**src/rtl/pipelined_main_decoder.sv**
```systemverilog
// pipelined_main_decoder: RV32I main decoder with a stall/flush-aware
// control pipe (PIPE_DEPTH stages) and execute-stage redirect.
//
// Parameters: PIPE_DEPTH (1..3), ENABLE_JUMP (1 = decode JAL).
// Optional macro MAIN_DEC_ILLEGAL_TRAP_EN adds illegal_sticky and
// illegal_count (8b saturating).
// Ports:
//   clk, rst (async, active low)
//   op, funct3, in_valid      decode-stage instruction
//   stall, flush              pipe control (flush wins)
//   zero, lt, ltu             execute-stage ALU flags
//   ImmSrc_D, illegal_D       decode-stage combinational outputs
//   valid_E, *_E              execute-stage control bundle
//   PCSrc                     combinational branch/jump redirect
module pipelined_main_decoder #(
  parameter int PIPE_DEPTH  = 1,
  parameter bit ENABLE_JUMP = 1'b1
) (
  input  logic       clk,
  input  logic       rst,
  input  logic [6:0] op,
  input  logic [2:0] funct3,
  input  logic       in_valid,
  input  logic       stall,
  input  logic       flush,
  input  logic       zero,
  input  logic       lt,
  input  logic       ltu,
  output logic [2:0] ImmSrc_D,
  output logic       illegal_D,
  output logic       valid_E,
  output logic       RegWrite_E,
  output logic       MemWrite_E,
  output logic       ALUSrc_E,
  output logic       Branch_E,
  output logic       Jump_E,
  output logic [1:0] ResultSrc_E,
  output logic [1:0] ALUOp_E,
  output logic [2:0] funct3_E,
`ifdef MAIN_DEC_ILLEGAL_TRAP_EN
  output logic       illegal_sticky,
  output logic [7:0] illegal_count,
`endif
  output logic       PCSrc
);

  if (PIPE_DEPTH < 1 || PIPE_DEPTH > 3) begin : g_bad_depth
    $error("pipelined_main_decoder: PIPE_DEPTH must be 1..3");
  end

  typedef struct packed {
    logic       valid;
    logic       reg_write;
    logic       mem_write;
    logic [1:0] result_src;
    logic       alu_src;
    logic [1:0] alu_op;
    logic       branch;
    logic       jump;
    logic [2:0] funct3;
  } ctl_t;

  localparam logic [6:0] OP_LOAD  = 7'b0000011;
  localparam logic [6:0] OP_STORE = 7'b0100011;
  localparam logic [6:0] OP_R     = 7'b0110011;
  localparam logic [6:0] OP_I     = 7'b0010011;
  localparam logic [6:0] OP_BR    = 7'b1100011;
  localparam logic [6:0] OP_JAL   = 7'b1101111;
  localparam logic [6:0] OP_LUI   = 7'b0110111;

  logic w_load, w_store, w_r, w_i;
  logic w_br, w_jal, w_lui, w_legal;

  assign w_load  = (op == OP_LOAD);
  assign w_store = (op == OP_STORE);
  assign w_r     = (op == OP_R);
  assign w_i     = (op == OP_I);
  // funct3 010/011 has no branch encoding
  assign w_br    = (op == OP_BR) && (funct3[2:1] != 2'b01);
  assign w_jal   = ENABLE_JUMP && (op == OP_JAL);
  assign w_lui   = (op == OP_LUI);
  assign w_legal = w_load | w_store | w_r | w_i
                 | w_br | w_jal | w_lui;

  ctl_t       w_dec;
  logic [2:0] w_imm;

  always_comb begin
    w_dec = '0;
    w_imm = 3'b000;
    unique case (1'b1)
      w_load: begin
        w_dec.reg_write  = 1'b1;
        w_dec.result_src = 2'b01;
        w_dec.alu_src    = 1'b1;
      end
      w_store: begin
        w_dec.mem_write = 1'b1;
        w_dec.alu_src   = 1'b1;
        w_imm           = 3'b001;
      end
      w_r: begin
        w_dec.reg_write = 1'b1;
        w_dec.alu_op    = 2'b10;
      end
      w_i: begin
        w_dec.reg_write = 1'b1;
        w_dec.alu_src   = 1'b1;
        w_dec.alu_op    = 2'b10;
      end
      w_br: begin
        w_dec.alu_op = 2'b01;
        w_dec.branch = 1'b1;
        w_imm        = 3'b010;
      end
      w_jal: begin
        w_dec.reg_write  = 1'b1;
        w_dec.result_src = 2'b10;
        w_dec.jump       = 1'b1;
        w_imm            = 3'b011;
      end
      w_lui: begin
        w_dec.reg_write = 1'b1;
        w_dec.alu_src   = 1'b1;
        w_dec.alu_op    = 2'b11;
        w_imm           = 3'b100;
      end
      default: ;
    endcase
  end

  assign ImmSrc_D  = w_imm;
  assign illegal_D = in_valid & ~w_legal;

  // Illegal ops still enter as valid, but with every control low
  ctl_t w_s1;
  always_comb begin
    w_s1        = in_valid ? w_dec : '0;
    w_s1.valid  = in_valid;
    w_s1.funct3 = in_valid ? funct3 : 3'b000;
  end

  ctl_t r_stage [PIPE_DEPTH];

  always_ff @(posedge clk or negedge rst) begin
    if (!rst) begin
      for (int k = 0; k < PIPE_DEPTH; k++)
        r_stage[k] <= '0;
    end else if (flush) begin
      for (int k = 0; k < PIPE_DEPTH; k++)
        r_stage[k] <= '0;
    end else if (!stall) begin
      r_stage[0] <= w_s1;
      for (int k = 1; k < PIPE_DEPTH; k++)
        r_stage[k] <= r_stage[k-1];
    end
  end

  ctl_t w_e;
  assign w_e = r_stage[PIPE_DEPTH-1];

  assign valid_E     = w_e.valid;
  assign RegWrite_E  = w_e.reg_write;
  assign MemWrite_E  = w_e.mem_write;
  assign ALUSrc_E    = w_e.alu_src;
  assign Branch_E    = w_e.branch;
  assign Jump_E      = w_e.jump;
  assign ResultSrc_E = w_e.result_src;
  assign ALUOp_E     = w_e.alu_op;
  assign funct3_E    = w_e.funct3;

  logic w_cond;
  always_comb begin
    w_cond = 1'b0;
    case (w_e.funct3)
      3'b000:  w_cond = zero;
      3'b001:  w_cond = ~zero;
      3'b100:  w_cond = lt;
      3'b101:  w_cond = ~lt;
      3'b110:  w_cond = ltu;
      3'b111:  w_cond = ~ltu;
      default: w_cond = 1'b0;
    endcase
  end

  assign PCSrc = w_e.valid
               & (w_e.jump | (w_e.branch & w_cond));

`ifdef MAIN_DEC_ILLEGAL_TRAP_EN
  logic       w_trap;
  logic       r_sticky;
  logic [7:0] r_count;

  assign w_trap = illegal_D & ~stall;

  always_ff @(posedge clk or negedge rst) begin
    if (!rst) begin
      r_sticky <= 1'b0;
      r_count  <= 8'd0;
    end else if (w_trap) begin
      r_sticky <= 1'b1;
      if (r_count != 8'hFF)
        r_count <= r_count + 8'd1;
    end
  end

  assign illegal_sticky = r_sticky;
  assign illegal_count  = r_count;
`endif

endmodule
```
**config.mk**
```make
export PLATFORM = sky130hd
export DESIGN_NAME = pipelined_main_decoder
export DESIGN_NICKNAME = d
export VERILOG_FILES = /design/src/rtl/pipelined_main_decoder.sv
export SDC_FILE = /design/constraint.sdc
export NUM_CORES = 1
export LEC_CHECK = 0
export BUFFER_PORTS_ARGS = -buffer_cell sky130_fd_sc_hd__buf_2
export CAP_MARGIN = 20
export CORE_AREA = 8 8 50 52
export CTS_CLUSTER_SIZE = 12
export DETAILED_ROUTE_END_ITERATION = 8
export DIE_AREA = 0 0 58 60
export PLACE_DENSITY = 0.72
export SLEW_MARGIN = 20
export SYNTH_ARGS = -nofsm -noshare
export SYNTH_HDL_FRONTEND = slang
export SYNTH_SLANG_ARGS = --single-unit
```
**constraint.sdc**
```tcl
create_clock -name clk -period 1.1 [get_ports clk]
set_input_delay 0.11 -clock clk [delete_from_list [all_inputs] [get_ports clk]]
set_output_delay 0.11 -clock clk [all_outputs]
set_load 0.005 [all_outputs]
```
Word-level counts from Yosys, hierarchy flattened
Index checks and enable logic that the tools add are counted.

Register bits after elaboration: 13. Word-level logic and storage cells: 55.

Equality and inequality tests: 14. Mux-type cells: 13. Bitwise logic cells: 14. Reduce and logical (&&, ||, !) cells: 5.

Operator list (count): $mux W13 (2); $eq A7 B6 Y1 const B (3); $eq A7 B7 Y1 const B (2); $eq A3 B3 Y1 const B (4); $mux W12 (1); $pmux W3 S4 (1); $eq A7 B2 Y1 const B (1); $eq A7 B5 Y1 const B (1); $or A1 B1 Y1 (7); $pmux W1 S6 (1); $pmux W2 S3 (1); $mux W1 (5); $reduce_or A5 Y1 (1); $ne A2 B1 Y1 const B (2); $not A1 Y1 (4); $pmux W2 S2 (1); $reduce_or A4 Y1 (1); $and A1 B1 Y1 (3); $eq A3 B1 Y1 const B (1); $logic_not A3 Y1 (1); $mux W3 (1); $reduce_or A2 Y1 (1); $logic_and A1 B1 Y1 (1).

Depth between registers and ports, before layout
Gate-level depths: netlist of run 1.

Depth in word-level cells: 9. Depth in mapped cells: 4. Depth with buffers taken out: 3.

Least setup slack after synthesis of run 1
OpenSTA, ideal clock, no wires.

Kind: register to output. From: register r_stage (netlist bit funct3_E[0]). To: output port PCSrc. Data arrival time: 1.014 ns. Data required time: 0.990 ns. Setup slack: -0.024 ns. Stages on the path, launching flop included: 4. Cells stage by stage: dfrtp_1 > xnor2_1 > or3_1 > a31oi_1.

Cells in the longest elaborated chain, start to end: 5. Elaborated cells on any way between the ends: 10.

Ends and longest elaborated chain: from (decl) (line 143) `ctl_t r_stage [PIPE_DEPTH];`; from (signal, indexed assignment) (line 155) `r_stage[k] <= r_stage[k-1];`; $eq A3 B3 Y1 (tied with other cells) (line 175) `case (w_e.funct3)`; $pmux W1 S6 * (line 175); $and A1 B1 Y1 * (line 187) `& (w_e.jump | (w_e.branch & w_cond));`; $or A1 B1 Y1 * (line 187); $and A1 B1 Y1 * (line 187); to (decl) (line 44) `output logic PCSrc`.

Every way passes the cells marked *; elsewhere a longest branch is shown, timed or not.

Final worst setup path of run 1
Same ends and word-level chain as after synthesis.

==> results.md, run 1 <==
- The run finished, with violations left.
- The checks that failed: negative setup slack.
- Dividing the synthesized area by the synthesized cell count gives 9.75 um^2.
- Yosys mapped a number of flops with a built-in enable equal to 0.
- The final hold violation count came to 0.
- Counting flops and latches in the post-synthesis netlist gives 12.
- The end of the worst register-to-register path is funct3_E[2].
- In the final routed layout, each cell accounts on average for 14.0 um.
- The register-to-register setup slack is 0.28 ns.
- The pre-antenna-repair detailed-routing pass consisted of 5 iterations.
- Dividing the detail-routed via count by the number of cells gives 5.18.
- The number of placed instances, taps included, is 132.
- The via count of the first global-routing pass came to 717.
- The finished layout cell area is 0.00102 mm^2.
- After the last flow step, the layout net total stands at 140.
- The die is 60 um tall.
- Setup repair after global routing could not meet its margin everywhere.
- Entering global routing, the biggest net connects 13 pins.
- In this run, distinct cell masters in the synthesized netlist total 32.
- The final number of max-transition violations is 0.
- The kind of critical path is reg -> out.
- The floorplan die width is 58 um.
- The clock root buffer is sky130_fd_sc_hd__clkbuf_4.
- The total power density per cell area is 948 mW/mm^2.
- In this run the deepest clock path goes through 2 buffers.
- Of the total synthesized cell area, the portion taken by full adders, half adders and majority gates is 0%.
- The signal on the critical path passes through xnor2_1, or3_1, a31oi_1, buf_2.
- In this run the worst setup path begins at funct3_E[0].
- Among all flip-flop cells after synthesis, the most frequent one is sky130_fd_sc_hd__dfrtp_1.
- The start of the worst register-to-register path is funct3_E[2].
- The number of setup violations in the final report is 1.
- The clock insertion delay at the later pin of the skew report is 0.27 ns.
- After detailed routing, the number of remaining DRC violations is 0.
- Relative to the synthesized area, the layout overhead comes to 48.1%.
- In this run the number of H-tree levels came out at 1.
- Routability-driven placement finished with a final weighted congestion of 0.795.
- The row count is 16.
- The sequential-to-total area share from yosys stat is 43.4%.
- For this configuration, the core starts out at a cell density of 38.4%.
- The number of antenna repair diodes is 0.
- The worst setup path is launched from a flop.
- Subtracting the final worst setup slack from the clock period gives 1.48 ns.
- For this run, the number of standard cells in the final layout without fillers is 139.
- TritonCTS built the clock tree.
- The synthesized netlist devotes 3.80% of its cell area to XOR and XNOR gates.
- The routed design has 1.95 mm of wire.
- The initial antenna violation count is 0.
- After Yosys synthesis, and, or, nand and nor cells account for 28.8% of the synthesized area.
- Across the routed clock network, the largest skew measured is 0 ns.
- The mapped netlist covers 692 um^2.
- For this run, the number of Yosys warnings is 0.
- The critical path depth in cells is 4.
- The synthesized netlist devotes 21.2% of its cell area to compound gates.
- The post-synthesis mux area share is 0%.
- The detailed router placed 720 vias in this run.
- In the synthesized netlist the async set-or-reset flop fraction comes to 100%.
- The total of buffers placed on input and output ports is 35.
- The delay contributed by the slowest stage of the critical path is 0.41 ns.
- For the worst setup path, the data arrival time is 1.37 ns.
- The static leakage power is 0.555 nW.
- The worst hold slack is 0.0623 ns.
- The worst-case headroom to the max-slew limit is 49.6%.
- The overall power is 0.000971 W.
- The number of buffer and inverter instances along the worst setup path is 1.
- For this run, the total global-route usage over all layers was measured as 11.5%.
- The core region is 0.00180 mm^2.
- For this block, the initial DRC count from the detailed router was 6.
- CTS saw 12 sinks.
- STA classifies the critical path endpoint as an output pin.
- The die area is 0.00348 mm^2.
- In this run the remaining antenna-violating nets after routing total 0.
- The family with the most delay on the worst path is flip-flops.
- VDD sags by at most 0.413 mV.
- The fmax is 0.676 GHz.
- The cell area after placement is 952 um^2.
- For this design, the slowest cell found on the critical path is sky130_fd_sc_hd__dfrtp_1.
- The number of nets handed over by synthesis was 89.
- Counting cells, the worst reg-to-reg path comes to 2.
- The wire length of the first global-routing pass is 3.16 mm.
- The fraction of layout instances using a drive strength above 1 is 47.1%.
- The maximum fanout count along the critical path is 3.
- The synthesized instance count is 71.
- After synthesis, the largest family of logic cells by area is simple AND/OR/NAND/NOR gates.
- The number of cells on the worst hold path is 2.
- The number of CTS-inserted buffers is 3.
- The number of ports placed on the die boundary is 36.
- The path class of the tightest hold or removal check is in -> reg.
- Data on the critical path is required at its endpoint by 0.99 ns.
- The sum of overflow across all layers after global routing is 0.
- The capture point of the worst path is PCSrc.
- The final critical path takes up 134% of the cycle.
- In the post-route analysis, the smallest setup slack over all paths is -0.379 ns.
- Clock-pin slew was measured on the worst setup and hold paths at 0.08 ns.
- The tool flagged a number of max-cap violations equal to 0.
- The slew of the pin with the lowest slew margin is 0.755 ns.
==> Yosys cell counts, types with 2 or more instances <==
| master | instances | area share [%] |
|---|---|---|
| sky130_fd_sc_hd__nand2_1 | 16 | 8.7 |
| sky130_fd_sc_hd__dfrtp_1 | 12 | 43 |
| sky130_fd_sc_hd__a22o_1 | 3 | 3.8 |
| sky130_fd_sc_hd__nor2_1 | 3 | 1.6 |
| sky130_fd_sc_hd__o211ai_1 | 3 | 3.3 |
| sky130_fd_sc_hd__a31oi_1 | 2 | 1.8 |
| sky130_fd_sc_hd__inv_1 | 2 | 1.1 |
| sky130_fd_sc_hd__o2111a_1 | 2 | 3.3 |
| sky130_fd_sc_hd__o311ai_1 | 2 | 2.5 |
| sky130_fd_sc_hd__o31ai_1 | 2 | 2.2 |
| sky130_fd_sc_hd__o41ai_1 | 2 | 2.5 |
| sky130_fd_sc_hd__xor2_1 | 2 | 2.5 |
==> layer usage <==
layer  GRT usage [%]  vias up  wire length (um)
li1                -      368                 -
met1            13.6      327               879
met2            18.6       23               940
met3            3.66        2               107
met4            5.24        0                22
met5               0        -                 0
==> cell type report <==
cell class	instances	area, um^2
Multi-Input combinational cell	55	379
Tap cell	18	22.5
Timing Repair Buffer	48	279
Clock buffer	4	36.3
Inverter	2	7.51
Sequential cell	12	300
Fill cell	174	777
==> cells in the final DEF, fill, tap and decap left out, types with 2 or more instances in the layout <==
master	Yosys	final
sky130_fd_sc_hd__buf_4	1	11
sky130_fd_sc_hd__nor3b_2	1	2
sky130_fd_sc_hd__o41ai_1	2	2
sky130_fd_sc_hd__nor2_1	3	2
sky130_fd_sc_hd__o2111a_1	2	2
sky130_fd_sc_hd__clkbuf_4	0	3
sky130_fd_sc_hd__inv_1	2	2
sky130_fd_sc_hd__o211ai_1	3	3
sky130_fd_sc_hd__o31ai_1	2	2
sky130_fd_sc_hd__a22o_1	3	3
sky130_fd_sc_hd__a31oi_1	2	2
sky130_fd_sc_hd__buf_2	1	35
sky130_fd_sc_hd__o311ai_1	2	2
sky130_fd_sc_hd__xor2_1	2	2
sky130_fd_sc_hd__dfrtp_1	12	12
sky130_fd_sc_hd__nand2_1	16	16
==> how the worst min path moves through the flow <==
| stage | end | from | slack (ns) |
|---|---|---|---|
| final | funct3_E[0] | funct3[0] | 0.06 |
| after global routing | funct3_E[0] | funct3[0] | 0.06 |
| after floorplan | ALUOp_E[0] | rst | -0.19 |
| after CTS | funct3_E[0] | funct3[0] | 0.06 |
| after detailed placement | MemWrite_E | rst | 0.0004 |
| after global placement | MemWrite_E | rst | -0.003 |
==> flip-flops by register name, indices dropped and copies added, names as in the netlist <==
register and count:
Branch_E 1, ALUSrc_E 1, ResultSrc_E 1, RegWrite_E 1, funct3_E 3, Jump_E 1, valid_E 1, MemWrite_E 1
ALUOp_E 2
==> what timing repair did <==
action	CTS	global route
hold buffers	1	0
pin swaps	1	4
resized for setup	0	4
setup buffers	0	2
setup endpoints to repair	2	4
hold endpoints to repair	12	0
==> cell families (layout without fill, tap and decap cells) <==
kind of cell           Yosys count  in the layout
AO/OA/AOI/OAI                   18             18
XOR/XNOR                         3              3
buffers and inverters            4             54
flip-flops                      12             12
AND/OR/NAND/NOR                 34             34
==> power by group <==
part	internal [W]	leakage (nW)	switching (W)
combinational	0.0000806	0.368	0.0000874
sequential	0.000448	0.166	0.00000420
clock	0.000201	0.0210	0.000150
total	0.000729	0.555	0.000242
==> stage by stage <==
| step | setup slack (ns) | util [%] | setup TNS [ns] |
|---|---|---|---|
| finish | -0.379 | 56.9 | -0.379 |
| global route | -0.461 | 56.9 | -0.475 |
| CTS | -0.388 | 55.4 | -0.388 |
| detailed placement | -0.0842 | 52.8 | -0.264 |
| global placement | -0.0665 | 52.8 | -0.101 |
| floorplan | -0.0238 | - | -0.0238 |
==> worst reg2reg max path: cells and delay by family, from the launching register on <==
kind                   cells  cell delay [ns]
AO/OA/AOI/OAI              1             0.20
flip-flops                 1             0.38
buffers and inverters      1             0.14
(Power assumes the default switching activity.)
==> run 2: changes to the inputs <==
Settings changed: SKIP_LAST_GASP set to 1.
==> results.md, run 2 (same netlist as run 1, synthesis figures left out) <==
- The flow ran to the end, but the final reports show violations.
- The checks that failed: negative setup slack.
- STA classifies the critical path endpoint as an output pin.
- Setup repair after global routing could not meet its margin everywhere.
- The aggregate routed wire length is 1.95 mm.
- Cells fill 56.9% of the core in the end.
- Dividing the detail-routed wire length by the instance count gives 14.0 um.
- The via count of the first global-routing pass was 717.
- The worst hold path was traced through 2 stages.
- Global routing consumed, over all layers together, 11.5% of the routing resources.
- The final number of max-transition violations is 0.
- For this block, the initial DRC count from the detailed router was 6.
- The repair_antennas step left the layout with diodes totalling 0.
- The initial antenna violation count was 0.
- Clock tree synthesis inserted a total of 3 buffers.
- The total of buffers placed on input and output ports is 35.
- Leaving out fill and tap cells, the most frequent cell in the layout is sky130_fd_sc_hd__buf_2.
- The clock-pin transition on the worst setup and hold timing paths is 0.08 ns.
- The maximum fanout count along the critical path is 3.
- The register-to-register setup slack is 0.28 ns.
- The routed design uses 107 um of met3 wire.
- CTS saw 12 sinks.
- The maximum vdd drop is 0.413 mV.
- CTS built an H-tree with a depth of 1.
- The wire length of the first global-routing pass is 3.16 mm.
- The worst-case headroom to the max-slew limit is 49.6%.
- Compared with the post-synthesis result, the final layout area differs by 48.1%.
- The slew of the pin with the lowest slew margin is 0.755 ns.
- The starting density of the core is 38.4%.
- In the layout the commonest cells are sky130_fd_sc_hd__buf_2 (35), sky130_fd_sc_hd__nand2_1 (16), sky130_fd_sc_hd__dfrtp_1 (12), sky130_fd_sc_hd__buf_4 (11).
- The cell area after placement is 952 um^2.
- The floorplan die height is 60 um.
- The clock tree buffer depth is 2.
- At the end of routability-driven placement, the weighted congestion stood at 0.795.
- TritonCTS built the clock tree.
- The via-per-instance ratio is 5.18.
- The die covers 0.00348 mm^2.
- Entering global routing, the biggest net connects 13 pins.
- The cell sitting at the root of the clock tree is a sky130_fd_sc_hd__clkbuf_4.
- The number of antenna-violating nets in the routed design is 0.
- Row generation in the floorplan step produced 16 rows.
- For the finished layout, the period the worst path requires is 1.48 ns.
- Cells with a size suffix above 1 make up 47.1% of the layout.
- The worst hold path terminates at funct3_E[0].
- The critical path data required time is 0.99 ns.
- The post-route DRC violation count is 0.
- The final critical-path setup slack is -0.379 ns.
- Pin placement for this block handled 36 I/O pins.
- The finished layout cell area is 0.00102 mm^2.
- The start point of the critical path is funct3_E[0].
- The area of the core is 0.00180 mm^2.
- In the finished design, the share of the clock period the worst path needs comes to 134%.
- For the worst setup path, the data arrival time is 1.37 ns.
- The top metal layer carrying routed signals is met4.
- The number of setup violations in the final report is 1.
- The final hold violation count is 0.
- The number of flip-flops under the largest register name is 3.
- For the worst flop-to-flop path, the logic depth is 2.
- The filler cell count in the final layout is 174.
- The final total negative setup slack is -0.379 ns.
- In this run the power density over the cells is 948 mW/mm^2.
- The sum of overflow across all layers after global routing is 0.
- The total routed wire length on the met1 layer is 879 um.
- The fmax is 0.676 GHz.
- The worst setup path is launched from a flop.
- In this run the most critical hold path is launched from funct3[0].
- The startpoint identified for the worst register-to-register timing path is funct3_E[2].
- For this run, the post-layout net count is 140.
- From left edge to right edge, the die measures 58 um.
- Clock skew on the completed layout was measured at 0 ns.
- The min-delay analysis places its worst path in the category in -> reg.
- The worst setup path is of the reg -> out kind.
- The number of maximum-capacitance violations is 0.
- In this run the static leakage power is 0.555 nW.
- The amount of wire on met2 after detailed routing is 940 um.
- The detailed-routing iteration count for the pre-antenna-repair pass is 5.
- The end of the worst register-to-register path is funct3_E[2].
- The total via count in the routed design is 720.
- The later pin in the worst-skew pair is clocked with a latency of 0.27 ns.
run 2: cell counts in the layout (fill, tap and decap cells not counted):
Identical to the previous run, type by type.
run 2: repair_timing:
action | 4_1_cts | 5_1_grt
pin swaps | 1 | 4
hold buffers | 1 | 0
setup endpoints to repair | 2 | 4
gates resized for setup | 0 | 4
setup buffers | 0 | 2
endpoints found under the hold margin | 12 | 0
run 2: worst max-delay path: stages, from the launching register on:
cell,delay (ns)
sky130_fd_sc_hd__dfrtp_1,0.41
sky130_fd_sc_hd__xnor2_1,0.14
sky130_fd_sc_hd__or3_1,0.30
sky130_fd_sc_hd__a31oi_1,0.12
sky130_fd_sc_hd__buf_2,0.13
run 2: area by class of cell:
type	instances	area, um^2	area share (%)
Tap cell	18	22.5	2.20
Inverter	2	7.51	0.733
Clock buffer	4	36.3	3.54
Multi-Input combinational cell	55	379	37.0
Sequential cell	12	300	29.3
Timing Repair Buffer	48	279	27.2
run 2: worst max path at each step:
stage | to | slack, ns
2_1_floorplan | PCSrc | -0.02
3_3_place_gp | PCSrc | -0.07
3_5_place_dp | PCSrc | -0.08
4_1_cts | PCSrc | -0.39
5_1_grt | PCSrc | -0.46
6_report | PCSrc | -0.38
run 2: routing by layer:
| metal | track usage, % | vias up |
|---|---|---|
| met4 | 5.24 | 0 |
| met2 | 18.6 | 23 |
| met3 | 3.66 | 2 |
| met1 | 13.6 | 327 |
| li1 | - | 368 |
| met5 | 0 | - |
run 2: metrics by stage:
stage               std cells  hold WS, ns  power [W]  setup WS (ns)
global route              139       0.0602    0.00101         -0.461
finish                    139       0.0623   0.000971         -0.379
CTS                       137       0.0649   0.000964         -0.388
global placement          132     -0.00271   0.000617        -0.0665
detailed placement        132     0.000437   0.000621        -0.0842
floorplan                  71       -0.186   0.000519        -0.0238
run 2: report_power, final:
| part | total, W | internal, W | switching, W |
|---|---|---|---|
| Clock | 0.000351 | 0.000201 | 0.000150 |
| Sequential | 0.000452 | 0.000448 | 0.00000420 |
| Combinational | 0.000168 | 0.0000806 | 0.0000874 |
